[src/rtl/wb_arb_pkg.sv]
// Shared types and constants for the two-master Wishbone round-robin arbiter.
package wb_arb_pkg;

  typedef enum logic [1:0] {
    ST_IDLE    = 2'd0,
    ST_GNT_CPU = 2'd1,
    ST_GNT_DMA = 2'd2,
    ST_TURN    = 2'd3
  } arb_state_e;

  localparam logic MST_CPU = 1'b0;
  localparam logic MST_DMA = 1'b1;

  localparam int unsigned STARVE_LIMIT_DEF = 16;

endpackage

[src/rtl/wb_arb_starve_cnt.sv]
// Saturating wait counter for the non-granted master; hit_o flags that the
// waiting master has been starved for LIMIT granted cycles.
module wb_arb_starve_cnt #(
  parameter int unsigned LIMIT = 16
) (
  input  logic clk_i,
  input  logic rst_i,
  input  logic clr_i,
  input  logic inc_i,
  output logic hit_o
);

  localparam int unsigned CW = $clog2(LIMIT + 1);

  logic [CW-1:0] cnt_q, cnt_d;

  always_comb begin
    cnt_d = cnt_q;
    if (clr_i) begin
      cnt_d = '0;
    end else if (inc_i && (cnt_q != CW'(LIMIT))) begin
      cnt_d = cnt_q + 1'b1;
    end
  end

  always_ff @(posedge clk_i) begin
    if (rst_i) begin
      cnt_q <= '0;
    end else begin
      cnt_q <= cnt_d;
    end
  end

  assign hit_o = (cnt_q == CW'(LIMIT));

endmodule

[src/rtl/wb_rr_arbiter.sv]
// Two-master (CPU/DMA) Wishbone round-robin arbiter in front of the SDRAM port.
// Define WB_ARB_STARVE_GUARD_EN to force handover after STARVE_LIMIT waiting cycles.
module wb_rr_arbiter
  import wb_arb_pkg::*;
#(
  parameter int unsigned STARVE_LIMIT = STARVE_LIMIT_DEF,
  parameter int unsigned ADR_W        = 32
) (
  input  logic             wb_clk_i,
  input  logic             wb_rst_i,
  input  logic             cpu_stb_i,
  input  logic             cpu_cyc_i,
  input  logic             cpu_we_i,
  input  logic [3:0]       cpu_sel_i,
  input  logic [ADR_W-1:0] cpu_adr_i,
  input  logic [31:0]      cpu_dat_i,
  output logic             cpu_ack_o,
  output logic [31:0]      cpu_dat_o,
  input  logic             dma_stb_i,
  input  logic             dma_cyc_i,
  input  logic             dma_we_i,
  input  logic [3:0]       dma_sel_i,
  input  logic [ADR_W-1:0] dma_adr_i,
  input  logic [31:0]      dma_dat_i,
  output logic             dma_ack_o,
  output logic [31:0]      dma_dat_o,
  output logic             mem_stb_o,
  output logic             mem_cyc_o,
  output logic             mem_we_o,
  output logic [3:0]       mem_sel_o,
  output logic [ADR_W-1:0] mem_adr_o,
  output logic [31:0]      mem_dat_o,
  input  logic             mem_ack_i,
  input  logic [31:0]      mem_dat_i,
  output logic [1:0]       gnt_o
);

  if (STARVE_LIMIT < 1) begin : g_limit_chk
    $error("STARVE_LIMIT must be at least 1");
  end

  arb_state_e state_q, state_d;
  logic       last_q, last_d;
  logic       cpu_req, dma_req;
  logic       starve_hit;

  assign cpu_req = cpu_stb_i & cpu_cyc_i;
  assign dma_req = dma_stb_i & dma_cyc_i;

`ifdef WB_ARB_STARVE_GUARD_EN
  logic starve_inc, starve_clr;

  assign starve_inc = ((state_q == ST_GNT_CPU) && dma_req) ||
                      ((state_q == ST_GNT_DMA) && cpu_req);
  // Any non-granted state sits between two grants, so it clears the count.
  assign starve_clr = (state_q == ST_IDLE) || (state_q == ST_TURN);

  wb_arb_starve_cnt #(.LIMIT(STARVE_LIMIT)) u_starve_cnt (
    .clk_i (wb_clk_i),
    .rst_i (wb_rst_i),
    .clr_i (starve_clr),
    .inc_i (starve_inc),
    .hit_o (starve_hit)
  );
`else
  assign starve_hit = 1'b0;
`endif

  always_comb begin
    state_d   = state_q;
    last_d    = last_q;
    mem_stb_o = 1'b0;
    mem_cyc_o = 1'b0;
    mem_we_o  = 1'b0;
    mem_sel_o = '0;
    mem_adr_o = '0;
    mem_dat_o = '0;
    gnt_o     = 2'b00;
    cpu_ack_o = 1'b0;
    dma_ack_o = 1'b0;
    cpu_dat_o = '0;
    dma_dat_o = '0;
    unique case (state_q)
      ST_IDLE: begin
        if (cpu_req && (!dma_req || (last_q == MST_DMA))) begin
          state_d = ST_GNT_CPU;
          last_d  = MST_CPU;
        end else if (dma_req) begin
          state_d = ST_GNT_DMA;
          last_d  = MST_DMA;
        end
      end
      ST_GNT_CPU: begin
        mem_stb_o = cpu_stb_i;
        mem_cyc_o = cpu_cyc_i;
        mem_we_o  = cpu_we_i;
        mem_sel_o = cpu_sel_i;
        mem_adr_o = cpu_adr_i;
        mem_dat_o = cpu_dat_i;
        gnt_o     = 2'b01;
        cpu_ack_o = cpu_req & mem_ack_i;
        cpu_dat_o = mem_ack_i ? mem_dat_i : '0;
        dma_dat_o = mem_ack_i ? mem_dat_i : '0;
        if (!cpu_cyc_i || (starve_hit && cpu_ack_o)) begin
          state_d = ST_TURN;
        end
      end
      ST_GNT_DMA: begin
        mem_stb_o = dma_stb_i;
        mem_cyc_o = dma_cyc_i;
        mem_we_o  = dma_we_i;
        mem_sel_o = dma_sel_i;
        mem_adr_o = dma_adr_i;
        mem_dat_o = dma_dat_i;
        gnt_o     = 2'b10;
        dma_ack_o = dma_req & mem_ack_i;
        cpu_dat_o = mem_ack_i ? mem_dat_i : '0;
        dma_dat_o = mem_ack_i ? mem_dat_i : '0;
        if (!dma_cyc_i || (starve_hit && dma_ack_o)) begin
          state_d = ST_TURN;
        end
      end
      ST_TURN: begin
        state_d = ST_IDLE;
      end
      default: begin
        state_d = ST_IDLE;
      end
    endcase
  end

  always_ff @(posedge wb_clk_i) begin
    if (wb_rst_i) begin
      state_q <= ST_IDLE;
      last_q  <= MST_DMA;
    end else begin
      state_q <= state_d;
      last_q  <= last_d;
    end
  end

endmodule

[config.mk]
export PLATFORM = sky130hd
export DESIGN_NAME = wb_rr_arbiter
export DESIGN_NICKNAME = d
export VERILOG_FILES = /design/src/rtl/wb_arb_pkg.sv /design/src/rtl/wb_arb_starve_cnt.sv /design/src/rtl/wb_rr_arbiter.sv
export SDC_FILE = /design/constraint.sdc
export NUM_CORES = 1
export LEC_CHECK = 0
export CAP_MARGIN = 0
export CORE_AREA = 2 2 122 124
export DETAILED_ROUTE_END_ITERATION = 16
export DIE_AREA = 0 0 124 126
export HOLD_SLACK_MARGIN = 0.05
export PLACE_DENSITY = 0.64
export RECOVER_POWER = 50
export SETUP_SLACK_MARGIN = 0.1
export SLEW_MARGIN = 10
export SYNTH_ARGS = -nofsm -noshare
export SYNTH_HDL_FRONTEND = slang
export SYNTH_SLANG_ARGS = --single-unit
[constraint.sdc]
create_clock -name wb_clk_i -period 3.75 [get_ports wb_clk_i]
set_input_delay 0.9375 -clock wb_clk_i [delete_from_list [all_inputs] [get_ports wb_clk_i]]
set_output_delay 0.9375 -clock wb_clk_i [all_outputs]
set_load 0.05 [all_outputs]
==> qor.yml, run 1 <==
outcome: "finished, final reports clean"
syn-num-nets: 445
finalSetupViolations: 0
synthAdderAreaFrac: 0.0279
die_x_microns: 124
synth_area_sq_um: 1790
hold_class: "reg2reg"
syn_inst: 264
num_antenna_cells: 0
cts.htree.levels: 1
pre_cts_ws_ps: 350
slowest_stage: "clkbuf_2"
fp.dieArea_sq_um: 15600
muxShareOfSynthArea: 0.00558
final_util: 0.358
cp_data_required_time_ps: 2810
worst-path-max-fanout: 34
min_period_ps: 3570
hold_buffers: 0
drcViolationCount: 0
cts.sinks: 3
slew_headroom: 0.580
ys_seq_elements: 3
sw_frac_of_total: 0.604
io_buffers: 315
rsz0062_at_grt: "no"
final_max_slew_viol_count: 0
grtUsageTotal: 0.125
cts_resized: 0
nets: 708
max_stage_delay_ps: 460
drtAntennaViolNets: 0
grt_overflow_total: 0
postCtsSetupRepairBufs: 0
ff2ff_setup_slack_ps: 1750
drv_cap: 0
clock_skew_ps: 0.777
critical_path_buf_inv_count: 3
ctsLongestPathBuffers: 2
synth_top_family_by_area: "simple AND/OR/NAND/NOR gates"
arrival_ps: 2640
synth_seq_area_share: 0.0335
totalWireLength_microns: 11000
grt_pass1_wl_microns: 15700
fin_area_sq_um: 5120
fillerInstances: 1480
first_pass_iters: 5
drtIter0Drc: 147
total_power_mw: 3.67
grt_max_degree: 106
initial_core_util: 0.125
use_met1: 0.128
clk_pin_slew_worst_paths_ps: 30
drt-vias-per-instance: 4.29
avgSynthCellArea_sq_um: 6.79
syn_to_final_growth_pct: 186
antenna_found_initial: 0
core-area_sq_um: 14300
report.final.hold_viol_count: 0
io_pins: 316
power.leakage_nw: 2.30
tns_ps: 0
p_switching_mw: 2.22
power_frac_comb: 0.939
clock.fmax_ghz: 0.280
synthSimpleGateAreaFrac: 0.396
cts_made_buffers: 3
placed_area_sq_um: 5500
clock_latency_ps: 220
hpwl_microns: 8790
synth-xor-area-share: 0
grt_pass1_vias: 2975
synth.distinct_cells: 26
fin_crit_sh: 0.953
dr_total_vias: 3044
grt_use_met3: 0.0426
routedWlPerCell_microns: 15.5
cp_top_family: "buffers and inverters"
fin_ws_ps: 177
pwr-share-seq: 0.015
power.internal_mw: 1.45
drive_above_1_share: 0.0837
yosysWarnings: 0
die_h_microns: 126
cp-start-kind: "input pin"
power_density_nw_per_um2: 717
tightest_slew_ps: 633
crit_chain: "clkdlybuf4s50_1, clkbuf_2, and3_1, dlymetal6s2s_1"
vdd_ir_drop_max_mv: 0.368
crit_path_end_kind: "primary output"
power.share.clock: 0.046
grt.busiest_layer: "met2"
synth_compound_area_frac: 0.329
critPathKind: "in2out"
cts_root_buf: "clkbuf_16"
gp_congestion: 0.768
grt_use_met2: 0.245
rows: 44
tritoncts: "built"
power by group through the flow:
| stage | Sequential (mW) | Clock [mW] | Combinational (mW) |
|---|---|---|---|
| after floorplan | 0.0513 | 0 | 2.39 |
| after global placement | 0.0531 | 0 | 3.76 |
| final | 0.0541 | 0.171 | 3.45 |
| after detailed placement | 0.0539 | 0 | 3.80 |
| after global routing | 0.0559 | 0.176 | 3.62 |
| after CTS | 0.0535 | 0.173 | 3.81 |
per-stage QoR:
| step | std cells | hold WS (ps) |
|---|---|---|
| final | 710 | 500 |
| after global routing | 710 | 558 |
| after CTS | 710 | 505 |
| after global placement | 706 | 489 |
| after floorplan | 264 | 465 |
| after detailed placement | 706 | 499 |
worst register-to-register path, stage by stage, from the launching register on:
cell,delay (ps)
dfxtp_1,330
inv_1,120
ha_2,210
buf_4,410
a22oi_1,220
o31a_1,170
a2111oi_0,400
synth_stat cells (all sizes together):
cell type / count / share of area
clkinv: 1 / 0.0021
o31a: 1 / 0.0049
and2: 2 / 0.0084
nand3b: 1 / 0.0042
a31oi: 1 / 0.0035
nor2: 2 / 0.0042
and4: 1 / 0.0049
a311o: 2 / 0.012
buf: 36 / 0.15
nor2b: 72 / 0.25
a2111oi: 1 / 0.0084
mux2i: 1 / 0.0056
a22oi: 71 / 0.30
inv: 3 / 0.0063
a21oi: 1 / 0.0028
nand2b: 1 / 0.0035
clkbuf: 26 / 0.055
and3: 33 / 0.12
nor4: 1 / 0.0035
dfxtp: 3 / 0.033
ha: 4 / 0.028
area by class of cell:
class / count / area (sq um) / area share
clock buffer: 4 / 78.8 / 0.0154
inverter: 4 / 15.0 / 0.00293
multi-input combinational: 195 / 1360 / 0.266
sequential: 3 / 60.1 / 0.0117
tap: 184 / 230 / 0.0450
timing repair buffer: 320 / 3380 / 0.659
flip-flops by register name, indices dropped and copies added, names as in the netlist:
name     count
last_q       1
state_q      2
placed cells by master (no fill, tap or decap), types with 4 or more instances in the layout:
cell type,synthesis,layout
buf_12,0,29
and3_1,32,32
a22oi_1,71,71
nor2b_1,72,72
clkdlybuf4s50_1,0,226
dlymetal6s2s_1,0,29
buf_4,32,4
clkbuf_1,25,28
worst paths after layout:
path,from,end,cells past startpoint
setup reg to reg,state_q[0]$_SDFFE_PP0P_,state_q[0]$_SDFFE_PP0P_,6
hold / removal,state_q[1]$_SDFFE_PP0P_,state_q[1]$_SDFFE_PP0P_,2
hold reg to reg,state_q[1]$_SDFFE_PP0P_,state_q[1]$_SDFFE_PP0P_,2
setup / recovery,mem_ack_i,dma_dat_o[3],4
kinds of logic after synthesis:
family,Yosys count
AO/OA/AOI/OAI,77
flip-flops,3
multiplexers,1
AND/OR/NAND/NOR,113
buffers and inverters,66
adder cells (fa/ha/maj),4
metal layers:
layer  up-vias  wire [microns]
li1       1448               -
met1      1407            3700
met2       178            5810
met3        11            1380
met4         0             122
met5         -               0
Power figures use the tool's default switching activity.
==> run 2, diff against run 1 <==
Settings changed: CTS_BUF_LIST set to sky130_fd_sc_hd__clkbuf_8.
==> run 2 against run 1 <==
Compared with the run above: sequential cell count is the same; die area is the same; hold slack gained 23 ps; highest routed layer unchanged; cell count is the same.
==> qor.yml, run 2 (synthesis gave the netlist of run 1 again) <==
io_buffers: 315
clk_pin_slew_worst_paths_ps: 30
fp.dieArea_sq_um: 15600
totalWireLength_microns: 11000
pwr-share-seq: 0.015
grtUsageTotal: 0.125
drcViolationCount: 0
num_antenna_cells: 0
fin_crit_sh: 0.952
antenna_found_initial: 0
cp_top_family: "buffers and inverters"
die_h_microns: 126
p_switching_mw: 2.20
largest_register_ffs: 2
postCtsSetupRepairBufs: 0
grt_max_degree: 106
cts_made_buffers: 3
clock.fmax_ghz: 0.280
crit_path_end_kind: "primary output"
cts.sinks: 3
final_util: 0.356
largestRegisters: "state_q x2, last_q x1"
hpwl_microns: 8790
drive_above_1_share: 0.0856
core-area_sq_um: 14300
power_frac_comb: 0.960
first_pass_iters: 6
final_common_cell: "clkdlybuf4s50_1"
slowest_stage: "clkbuf_1"
nets: 708
crit_chain: "clkdlybuf4s50_1, clkbuf_2, and3_1, clkbuf_1"
tightest_slew_ps: 633
fillerInstances: 1486
power.internal_mw: 1.39
clock_skew_ps: 0.187
ctsLongestPathBuffers: 2
rows: 44
rsz0062_at_grt: "no"
arrival_ps: 2630
finalSetupViolations: 0
cts_resized: 0
grt_pass1_wl_microns: 15700
slew_headroom: 0.580
cts_root_buf: "clkbuf_8"
final_cell_mix: "226 x clkdlybuf4s50_1, 72 x nor2b_1, 71 x a22oi_1"
syn_to_final_growth_pct: 184
total_power_mw: 3.59
hold_class: "reg2reg"
critPathKind: "in2out"
tns_ps: 0
io_pins: 316
min_period_ps: 3570
max_stage_delay_ps: 490
tritoncts: "built"
gp_congestion: 0.768
initial_core_util: 0.125
drt-vias-per-instance: 4.27
power.share.clock: 0.025
cp_data_required_time_ps: 2810
die_x_microns: 124
grt_pass1_vias: 2979
routedWlPerCell_microns: 15.5
drv_cap: 0
grt_overflow_total: 0
worst-path-max-fanout: 34
power.leakage_nw: 2.28
vdd_ir_drop_max_mv: 0.345
dr_total_vias: 3029
drtIter0Drc: 139
power_density_nw_per_um2: 705
hold_buffers: 0
sw_frac_of_total: 0.614
multi_input_area_sq_um: 1360
seq_area_sq_um: 60.1
final_max_slew_viol_count: 0
outcome: "finished, final reports clean"
max_flop_register: "state_q"
cp-start-kind: "input pin"
clock_latency_ps: 210
critical_path_buf_inv_count: 3
drtAntennaViolNets: 0
report.final.hold_viol_count: 0
cts.htree.levels: 1
==> run 2: cell count changes in the layout (fill, tap and decap cells not counted), sizes merged <==
cell,before,now
inv,3,4
clkbuf,33,32
buf,33,34
dlymetal6s2s,29,28
==> run 2: power by group through the flow <==
stage,sequential [mW],combinational (mW),clock [mW]
2_1_floorplan,0.0513,2.39,0
3_5_place_dp,0.0539,3.80,0
6_report,0.0546,3.45,0.0889
5_1_grt,0.0562,3.62,0.0962
3_3_place_gp,0.0531,3.76,0
4_1_cts,0.0539,3.81,0.0922
==> run 2: layout make-up <==
| cell class | count | share of cell area |
|---|---|---|
| tap | 184 | 0.0452 |
| sequential | 3 | 0.0118 |
| clock inverter | 1 | 0.000737 |
| multi-input combinational | 195 | 0.267 |
| clock buffer | 3 | 0.00810 |
| inverter | 4 | 0.00295 |
| timing repair buffer | 320 | 0.664 |
==> run 2: worst paths after layout <==
check / from / endpoint / slack, ps / depth (start not counted)
setup / recovery: mem_ack_i / cpu_dat_o[4] / 180 / 4
hold / removal: state_q[1]$_SDFFE_PP0P_ / state_q[1]$_SDFFE_PP0P_ / 520 / 2
setup reg to reg: state_q[0]$_SDFFE_PP0P_ / state_q[0]$_SDFFE_PP0P_ / 1710 / 6
hold reg to reg: state_q[1]$_SDFFE_PP0P_ / state_q[1]$_SDFFE_PP0P_ / 520 / 2
==> run 2: per-stage QoR <==
stage	instance area (sq um)	hold slack [ps]	worst slack [ps]	instances
after floorplan	1790	465	554	264
after global placement	5500	489	347	706
after detailed placement	5500	499	350	706
after CTS	5540	527	344	710
after global routing	5090	560	138	710
final	5090	523	181	710
==> run 2: worst register-to-register path, cell delays in order, from the launching register on <==
cell,delay (ps)
dfxtp_1,330
inv_1,120
ha_2,210
buf_4,410
a22oi_1,220
o31a_1,180
a2111oi_0,430
==> run 2: routing by layer <==
layer,share of wire,up-vias,wire (microns),track usage
li1,-,1447,-,-
met1,0.34,1401,3750,0.128
met2,0.53,173,5830,0.245
met3,0.12,8,1340,0.0412
met4,0.0080,0,88,0.0178
met5,0,-,0,0
